File: src/rtl/imm_instr_encoder_if.sv
// Stream interface for the immediate instruction encoder.
// Carries the input offer (base word, immediate, format code) and the
// encoded output word with its address and error flag.
interface imm_instr_encoder_if #(
    parameter int ADDR_W = 10
) ();
    logic              in_valid;
    logic              in_ready;
    logic [31:0]       in_base;
    logic [31:0]       in_imm;
    logic [2:0]        in_imm_src;
    logic              out_valid;
    logic              out_ready;
    logic [31:0]       out_instr;
    logic [ADDR_W-1:0] out_addr;
    logic              out_err;

    // Producer of input words and consumer of encoded words
    modport master (
        output in_valid, in_base, in_imm, in_imm_src, out_ready,
        input  in_ready, out_valid, out_instr, out_addr, out_err
    );

    // The encoder's own view
    modport slave (
        input  in_valid, in_base, in_imm, in_imm_src, out_ready,
        output in_ready, out_valid, out_instr, out_addr, out_err
    );
endinterface

File: src/rtl/imm_instr_encoder.sv
// Immediate instruction encoder: scatters an immediate into the I/S/B/J/U
// field positions of a base instruction, checks range/alignment, and issues
// the result through a one-deep output register with an auto-incrementing
// word address.
// Optional build macro IMM_ROUNDTRIP_CHECK_EN: re-decodes every encoded word
// and flags an error when the decoded immediate differs from the input.
module imm_instr_encoder #(
    parameter int ADDR_W = 10
) (
    input  logic              clk,
    input  logic              reset,
    imm_instr_encoder_if.slave bus,
    input  logic              addr_load,
    input  logic [ADDR_W-1:0] addr_load_val,
    output logic              err_sticky,
    input  logic              err_clr,
    output logic [ADDR_W:0]   word_count
);
    localparam logic [2:0] SRC_I = 3'b000;
    localparam logic [2:0] SRC_S = 3'b001;
    localparam logic [2:0] SRC_B = 3'b010;
    localparam logic [2:0] SRC_J = 3'b011;
    localparam logic [2:0] SRC_U = 3'b100;

    localparam logic [ADDR_W-1:0] ADDR_ONE = {{(ADDR_W-1){1'b0}}, 1'b1};
    localparam logic [ADDR_W:0]   CNT_ONE  = {{ADDR_W{1'b0}}, 1'b1};

    typedef enum logic {EMPTY, FULL} state_t;

    state_t            state_reg, state_next;
    logic [31:0]       instr_reg;
    logic [ADDR_W-1:0] out_addr_reg;
    logic              err_reg;
    logic [ADDR_W-1:0] addr_cnt_reg;
    logic              err_sticky_reg;
    logic [ADDR_W:0]   word_count_reg;

    logic [31:0]       instr_next;
    logic              err_next;
    logic              range_err;
    logic              accept;
    logic              xfer;
    logic [ADDR_W-1:0] word_addr;

    assign bus.in_ready  = (state_reg == EMPTY) || bus.out_ready;
    assign accept        = bus.in_valid && bus.in_ready;
    assign xfer          = (state_reg == FULL) && bus.out_ready;
    assign word_addr     = addr_load ? addr_load_val : addr_cnt_reg;

    assign bus.out_valid = (state_reg == FULL);
    assign bus.out_instr = instr_reg;
    assign bus.out_addr  = out_addr_reg;
    assign bus.out_err   = err_reg;
    assign err_sticky    = err_sticky_reg;
    assign word_count    = word_count_reg;

    // Scatter immediate bits into the format's field positions and range-check
    always_comb begin
        instr_next = bus.in_base;
        range_err  = 1'b0;
        unique case (bus.in_imm_src)
            SRC_I: begin
                instr_next[31:20] = bus.in_imm[11:0];
                range_err = !((bus.in_imm[31:11] == '0) || (bus.in_imm[31:11] == '1));
            end
            SRC_S: begin
                instr_next[31:25] = bus.in_imm[11:5];
                instr_next[11:7]  = bus.in_imm[4:0];
                range_err = !((bus.in_imm[31:11] == '0) || (bus.in_imm[31:11] == '1));
            end
            SRC_B: begin
                instr_next[31]    = bus.in_imm[12];
                instr_next[7]     = bus.in_imm[11];
                instr_next[30:25] = bus.in_imm[10:5];
                instr_next[11:8]  = bus.in_imm[4:1];
                range_err = !((bus.in_imm[31:12] == '0) || (bus.in_imm[31:12] == '1))
                            || bus.in_imm[0];
            end
            SRC_J: begin
                instr_next[31]    = bus.in_imm[20];
                instr_next[19:12] = bus.in_imm[19:12];
                instr_next[20]    = bus.in_imm[11];
                instr_next[30:21] = bus.in_imm[10:1];
                range_err = !((bus.in_imm[31:20] == '0) || (bus.in_imm[31:20] == '1))
                            || bus.in_imm[0];
            end
            SRC_U: begin
                instr_next[31:12] = bus.in_imm[31:12];
                range_err = (bus.in_imm[11:0] != 12'h000);
            end
            default: begin
                range_err = 1'b1;
            end
        endcase
    end

`ifdef IMM_ROUNDTRIP_CHECK_EN
    logic [31:0] dec_imm;

    // Re-decode the encoded word with the standard extension rules
    always_comb begin
        dec_imm = bus.in_imm;
        unique case (bus.in_imm_src)
            SRC_I:   dec_imm = {{20{instr_next[31]}}, instr_next[31:20]};
            SRC_S:   dec_imm = {{20{instr_next[31]}}, instr_next[31:25], instr_next[11:7]};
            SRC_B:   dec_imm = {{19{instr_next[31]}}, instr_next[31], instr_next[7],
                                instr_next[30:25], instr_next[11:8], 1'b0};
            SRC_J:   dec_imm = {{11{instr_next[31]}}, instr_next[31], instr_next[19:12],
                                instr_next[20], instr_next[30:21], 1'b0};
            SRC_U:   dec_imm = {instr_next[31:12], 12'h000};
            default: dec_imm = bus.in_imm;
        endcase
    end

    assign err_next = range_err || (dec_imm != bus.in_imm);
`else
    assign err_next = range_err;
`endif

    // Output stage next-state: EMPTY/FULL occupancy
    always_comb begin
        state_next = state_reg;
        unique case (state_reg)
            EMPTY:   if (accept) state_next = FULL;
            FULL:    if (bus.out_ready && !accept) state_next = EMPTY;
            default: state_next = EMPTY;
        endcase
    end

    // State register and output word capture
    always_ff @(posedge clk) begin
        if (reset) begin
            state_reg    <= EMPTY;
            instr_reg    <= '0;
            out_addr_reg <= '0;
            err_reg      <= 1'b0;
        end else begin
            state_reg <= state_next;
            if (accept) begin
                instr_reg    <= instr_next;
                out_addr_reg <= word_addr;
                err_reg      <= err_next;
            end
        end
    end

    // Address counter: load takes priority, advances once per accepted word
    always_ff @(posedge clk) begin
        if (reset) begin
            addr_cnt_reg <= '0;
        end else if (accept) begin
            addr_cnt_reg <= word_addr + ADDR_ONE;
        end else if (addr_load) begin
            addr_cnt_reg <= addr_load_val;
        end
    end

    // Sticky error (set beats clear) and saturating transfer counter
    always_ff @(posedge clk) begin
        if (reset) begin
            err_sticky_reg <= 1'b0;
            word_count_reg <= '0;
        end else begin
            if (accept && err_next) begin
                err_sticky_reg <= 1'b1;
            end else if (err_clr) begin
                err_sticky_reg <= 1'b0;
            end
            if (xfer && (word_count_reg != '1)) begin
                word_count_reg <= word_count_reg + CNT_ONE;
            end
        end
    end
endmodule
File: src/flat_wrapper.sv
// flat-port wrapper written by rule: the top's interface ports become plain ports
module imm_instr_encoder_flat 
#(
    parameter int ADDR_W = 10
)
  (clk, reset, addr_load, addr_load_val, err_sticky, err_clr, word_count, bus_in_valid, bus_in_base, bus_in_imm, bus_in_imm_src, bus_out_ready, bus_in_ready, bus_out_valid, bus_out_instr, bus_out_addr, bus_out_err);
  imm_instr_encoder_if #(.ADDR_W(ADDR_W)) bus_i ();
  input  logic clk;
  input  logic reset;
  input  logic addr_load;
  input  logic [ADDR_W-1:0] addr_load_val;
  output logic err_sticky;
  input  logic err_clr;
  output logic [ADDR_W:0] word_count;
  input wire logic [$bits(bus_i.in_valid)-1:0] bus_in_valid;
  input wire logic [$bits(bus_i.in_base)-1:0] bus_in_base;
  input wire logic [$bits(bus_i.in_imm)-1:0] bus_in_imm;
  input wire logic [$bits(bus_i.in_imm_src)-1:0] bus_in_imm_src;
  input wire logic [$bits(bus_i.out_ready)-1:0] bus_out_ready;
  output wire logic [$bits(bus_i.in_ready)-1:0] bus_in_ready;
  output wire logic [$bits(bus_i.out_valid)-1:0] bus_out_valid;
  output wire logic [$bits(bus_i.out_instr)-1:0] bus_out_instr;
  output wire logic [$bits(bus_i.out_addr)-1:0] bus_out_addr;
  output wire logic [$bits(bus_i.out_err)-1:0] bus_out_err;
  assign bus_i.in_valid = bus_in_valid;
  assign bus_i.in_base = bus_in_base;
  assign bus_i.in_imm = bus_in_imm;
  assign bus_i.in_imm_src = bus_in_imm_src;
  assign bus_i.out_ready = bus_out_ready;
  assign bus_in_ready = bus_i.in_ready;
  assign bus_out_valid = bus_i.out_valid;
  assign bus_out_instr = bus_i.out_instr;
  assign bus_out_addr = bus_i.out_addr;
  assign bus_out_err = bus_i.out_err;
  imm_instr_encoder #(.ADDR_W(ADDR_W)) u_core (.clk(clk), .reset(reset), .bus(bus_i), .addr_load(addr_load), .addr_load_val(addr_load_val), .err_sticky(err_sticky), .err_clr(err_clr), .word_count(word_count));
endmodule
File: config.mk
export PLATFORM = sky130hd
export DESIGN_NAME = imm_instr_encoder_flat
export DESIGN_NICKNAME = d
export VERILOG_FILES = /design/src/rtl/imm_instr_encoder_if.sv /design/src/rtl/imm_instr_encoder.sv /design/src/flat_wrapper.sv
export SDC_FILE = /design/constraint.sdc
export NUM_CORES = 1
export LEC_CHECK = 0
export ABC_AREA = 1
export CAP_MARGIN = 30
export CELL_PAD_IN_SITES_DETAIL_PLACEMENT = 2
export CELL_PAD_IN_SITES_GLOBAL_PLACEMENT = 2
export CORE_AREA = 2 2 88 174
export CTS_BUF_LIST = sky130_fd_sc_hd__clkbuf_4 sky130_fd_sc_hd__clkbuf_8
export DETAILED_ROUTE_END_ITERATION = 16
export DIE_AREA = 0 0 90 176
export GPL_TIMING_DRIVEN = 0
export PLACE_DENSITY_LB_ADDON = 0.1
export SETUP_SLACK_MARGIN = 0.3
export SLEW_MARGIN = 20
export SYNTH_ARGS = -nofsm -noshare
export SYNTH_HDL_FRONTEND = slang
export SYNTH_SLANG_ARGS = --single-unit
File: constraint.sdc
create_clock -name clk -period 3.8 [get_ports clk]
set_input_delay 0.95 -clock clk [delete_from_list [all_inputs] [get_ports clk]]
set_output_delay 0.95 -clock clk [all_outputs]
set_load 0.01 [all_outputs]
== After elaboration in Yosys (flattened, before gate mapping) ==
Index checks and enable logic that the tools add are counted.
Operators by class
  mux-type cells: 12
  reduce and logical (&&, ||, !) cells: 23
  bitwise gates (word level): 1
  eq/ne operators: 8
  add/subtract/negate cells: 2
Operators with widths (count)
  $pmux 7 s4: 1
  $eq 21x21->1 const B: 1
  $logic_not 21->1: 1
  $eq 20x20->1 const B: 1
  $logic_not 20->1: 1
  $mux 10: 2
  $pmux 5 s3: 1
  $eq 12x12->1 const B: 1
  $logic_not 12->1: 1
  $reduce_bool 12->1: 1
  $add 11x1->11 const B: 1
  $ne 11x11->1 const B: 1
  $add 10x1->10 const B: 1
  $pmux 5 s2: 1
  $mux 8: 1
  $eq 3x2->1 const B: 2
  $logic_or 1x1->1: 6
  $logic_and 1x1->1: 5
  $logic_not 1->1: 4
  $mux 1: 4
  $pmux 1 s4: 1
  $reduce_or 2->1: 2
  $eq 3x1->1 const B: 1
  $eq 3x3->1 const B: 1
  4 further kinds: 4
Word-level totals
  register bits: 66
  word-level logic and storage cells: 53

== Logic depth before layout (Yosys ltp) ==
  depth in word-level cells: 7
  mapped depth: 13

== Least setup slack after synthesis ==
OpenSTA, ideal clock, no wires.
  path kind: input-to-reg
  start point: input addr_load
  end point: register u_core.addr_cnt_reg[8]
  data required time: 3.683 ns
  buffers on the path: 1
  setup slack: 1.620 ns
  data arrival time: 2.063 ns
  stages: 12
  cells stage by stage: buf_4 > nand2_1 > o21ai_1 > inv_1 > ha_1 > nand2_1 > nor2_1 > inv_1 > nor2_2 > nand3_1 > o21ai_0 > nor2_1
On the way
  word-level cells in the longest chain between the ends: 3
RTL lines
  start: declaration: RTL line flat_wrapper.sv:10  | input logic addr_load;
  $mux 10
  via u_core.word_addr[0]: RTL line imm_instr_encoder.sv:43  | logic [ADDR_W-1:0] word_addr;
  $add 10x1->10: RTL line imm_instr_encoder.sv:152  | addr_cnt_reg <= word_addr + ADDR_ONE;
  $mux 10: RTL line imm_instr_encoder.sv:151  | end else if (accept) begin
  end signal: assignment: RTL line imm_instr_encoder.sv:152
  end signal: assignment: RTL line imm_instr_encoder.sv:154  | addr_cnt_reg <= addr_load_val;
  end: declaration: RTL line imm_instr_encoder.sv:34  | logic [ADDR_W-1:0] addr_cnt_reg;
The timed path passes the listed nets, and every way through them passes these cells.
A chain may end at the register's enable or synchronous reset.

== Worst setup path after layout ==
  start point: input bus_out_ready
  end point: output bus_in_ready
On the way
  word-level cells in the longest chain between the ends: 1
RTL lines
  start: declaration: RTL line flat_wrapper.sv:19  | input wire logic [$bits(bus_i.out_ready)-1:0] bus_out_ready;
  $logic_or 1x1->1: RTL line imm_instr_encoder.sv:45  | assign bus.in_ready = (state_reg == EMPTY) || bus.out_ready;
  end: declaration: RTL line flat_wrapper.sv:20  | output wire logic [$bits(bus_i.in_ready)-1:0] bus_in_ready;
Every way passes these cells.

==> summary.txt <==
STA
  – Tmin final: roughly 3000 ps
  – Hold Vio Cnt, Final: 0
  – Worst setup margin: ~770 ps
  – Final setup viols: 0
  – Setup TNS Final: 0 ps
  – Worst-Margin Slew: 675 ps
  – Slew HR: 55.0%
  – Clock Skews: 10.8 ps
  – Fmax: 0.330 GHz
  – Max Slew Vio Count: 0
  – RSZ-0062 raised after global routing: false
  – Final worst path period share: 79.9%

Yosys
  – Synth async-reset ratio: 0%
  – Synth top area cells: dfxtp_1, nand2_1, nor2_1
  – Post-Syn Area: 0.00340 mm2
  – Gate Count Post-Synth: 508
  – Ys flop type: dfxtp_1
  – Synthesis Warnings: 0
  – EDFF count, synth: 0
  – Count of different cell masters after synthesis: 36
  – Post-Syn Nets: 593
  – Top-count cell post-synth: nand2_1
  – Largest area contributor in the netlist: dfxtp_1
  – Avg Inst Size Synth: roughly 6.7 um2
  – Sequential area share after synthesis: 38.9%
  – Seq cells post-synth: 66
  – Post-synth top cells: nand2_1, nor2_1, dfxtp_1, inv_1, o21ai_0
  – Yosys top cell area share: 38.9%

Layout
  – Area added between synthesis and finish: 54.4%
  – Fin area: 0.00525 mm2
  – Ant diodes: 0
  – Max reg flops: 32
  – Share of cells above drive strength 1: roughly 6.5%
  – Layout Nets: 742
  – Final Util: roughly 36%
  – Finished Layout Cells: 854

Global routing
  – First-pass GRT wire length: roughly 24000 um
  – Largest net degree at the start of global routing: 13
  – Overflow after GRT: 0
  – Vias in the first global route: 4675
  – Overall Global Routing Usage: about a fifth
  – Number of antenna violations at the first check in global routing: 0

Power
  – Leak pwr: 0.00219 uW
  – Max VDD drop: ~180 uV
  – Power per cell area: around 350 mW/mm2

Worst setup path
  – RR Endpoint: u_core.word_count[3]
  – CP endpoint kind: output port
  – R2R depth: 9
  – CP required: 2850 ps
  – Crit Path Class: input port to output port
  – Critical path launch point type: input port
  – Critical Path End: bus_in_ready
  – Critical R2R Launch: u_core.word_count[0]
  – R2R Setup Slk: roughly 2000 ps
  – Crit-path max FO: 3
  – CP Launch Point: bus_out_ready
  – WP data arrival: 2080 ps

Routing
  – Drt pass-1 iters: 4
  – Drt drc: 0
  – WL final: between 15000 and 20000 um
  – Final ANT Viol Nets: 0
  – Vias: 4052
  – First DRT Iteration DRCs: 76
  – Drt via density: between 4 and 5
  – Drt wl/cell: 18.5 um

Clocking
  – Cts hold-fix bufs: 0
  – Post-CTS Setup Bufs: 0
  – Clock latency on the worst-skew pair: 360 ps
  – Max clock buf depth: 2
  – H-tree Lvls: 3
  – CTS buffer count: 9
  – Post-CTS Resized: 0
  – Clk sinks: 66
  – Root Buffer: clkbuf_8
  – CTS tree: built
  – Reg clk slew, reported paths: 70 ps

Floorplan
  – IO Pins: 140
  – Initial Utilization: a little under a quarter
  – Chip width: 90 um
  – DIE AREA: 0.0158 mm2
  – Rows: 62
  – Core ar.: approximately 0.014 mm2
  – Die H: approximately 180 um

Placement
  – HPWL Detailed: ~13000 um
  – Inst Count DP: about 840
  – Post-place setup slack: 763 ps
  – Area after DPL: 0.00502 mm2
  – Buffers on Ports: 138
  – Routability cong.: 0.837

Status
  – Status: complete, no violations

Hold path
  – Hold Path Origin: u_core.bus.out_instr[31]
  – Min-Delay Path Class: register to register

Flow run
  – Max-Cap Viols: 0
[how the worst min path moves through the flow]
stage	endpoint	slack [ps]	depth (start not counted)
after floorplan	u_core.addr_cnt_reg[6]	460	2
after global placement	u_core.bus.out_instr[31]	450	2
after detailed placement	u_core.bus.out_instr[31]	460	2
after CTS	u_core.bus.out_instr[31]	480	2
after global routing	u_core.err_sticky	510	2
final	u_core.bus.out_instr[31]	470	2
[cell usage in the layout, fill, tap and decap left out, types with 2 or more instances in the layout]
cell type        instances
a21oi_1                 22
a21oi_2                  5
a221oi_1                 6
a22oi_1                  4
a31oi_1                 10
buf_2                    4
bufinv_16                2
clkbuf_1                11
clkbuf_8                10
clkdlybuf4s50_1        138
clkinv_4                 2
dfxtp_1                 66
ha_1                     2
inv_1                   54
inv_2                    4
nand2_1                133
nand2_2                  3
nand3_1                 27
nand3_2                  2
nand4_1                  5
nor2_1                  71
nor3_1                   5
o211ai_1                17
o21ai_0                 35
o21ai_1                  2
or2_2                    2
xnor2_1                  2
xor2_1                   4
[kinds of logic after synthesis]
family                     Yosys count  share of synthesized area (%)
xor gates and xnor gates             6                           1.55
DFF                                 66                           38.9
AOI/OAI and AO/OA                  105                           18.9
buffers and inverters               77                           9.02
and+or+nand+nor                    252                           30.9
adders and majority gates            2                          0.736
[power by group]
group / total, uW / internal [uW] / switching, uW
clock network: 686 / 388 / 298
logic: 410 / 199 / 210
registers: 765 / 738 / 26.6
total: 1860 / 1330 / 534
[per-stage QoR]
| step | power, uW | hold WS (ps) |
|---|---|---|
| after global routing | 1960 | 507 |
| after CTS | 1900 | 477 |
| after global placement | 1190 | 454 |
| after floorplan | 941 | 459 |
| final | 1860 | 474 |
| after detailed placement | 1200 | 463 |
[worst max-delay path: stages]
cell,delay (ps)
clkdlybuf4s50_1,470
inv_1,50
nand2_2,80
clkdlybuf4s50_1,540
[metal layers]
| layer | vias up | wire [um] | GRT usage (%) |
|---|---|---|---|
| met4 | 0 | 335 | 6.73 |
| met5 | - | 0 | 0 |
| li1 | 1961 | - | - |
| met1 | 1982 | 5370 | 17.8 |
| met3 | 20 | 541 | 3.59 |
| met2 | 89 | 9520 | 42.9 |
[layout make-up]
cell class	instances	area, um2
buffer	19	88.8
clock buffer	10	138
clock inverter	6	90.1
fill	1780	9180
inverter	58	218
multi-input combinational	365	1770
sequential	66	1320
tap	192	240
timing repair buffer	138	1380
(Power assumes the default switching activity.)
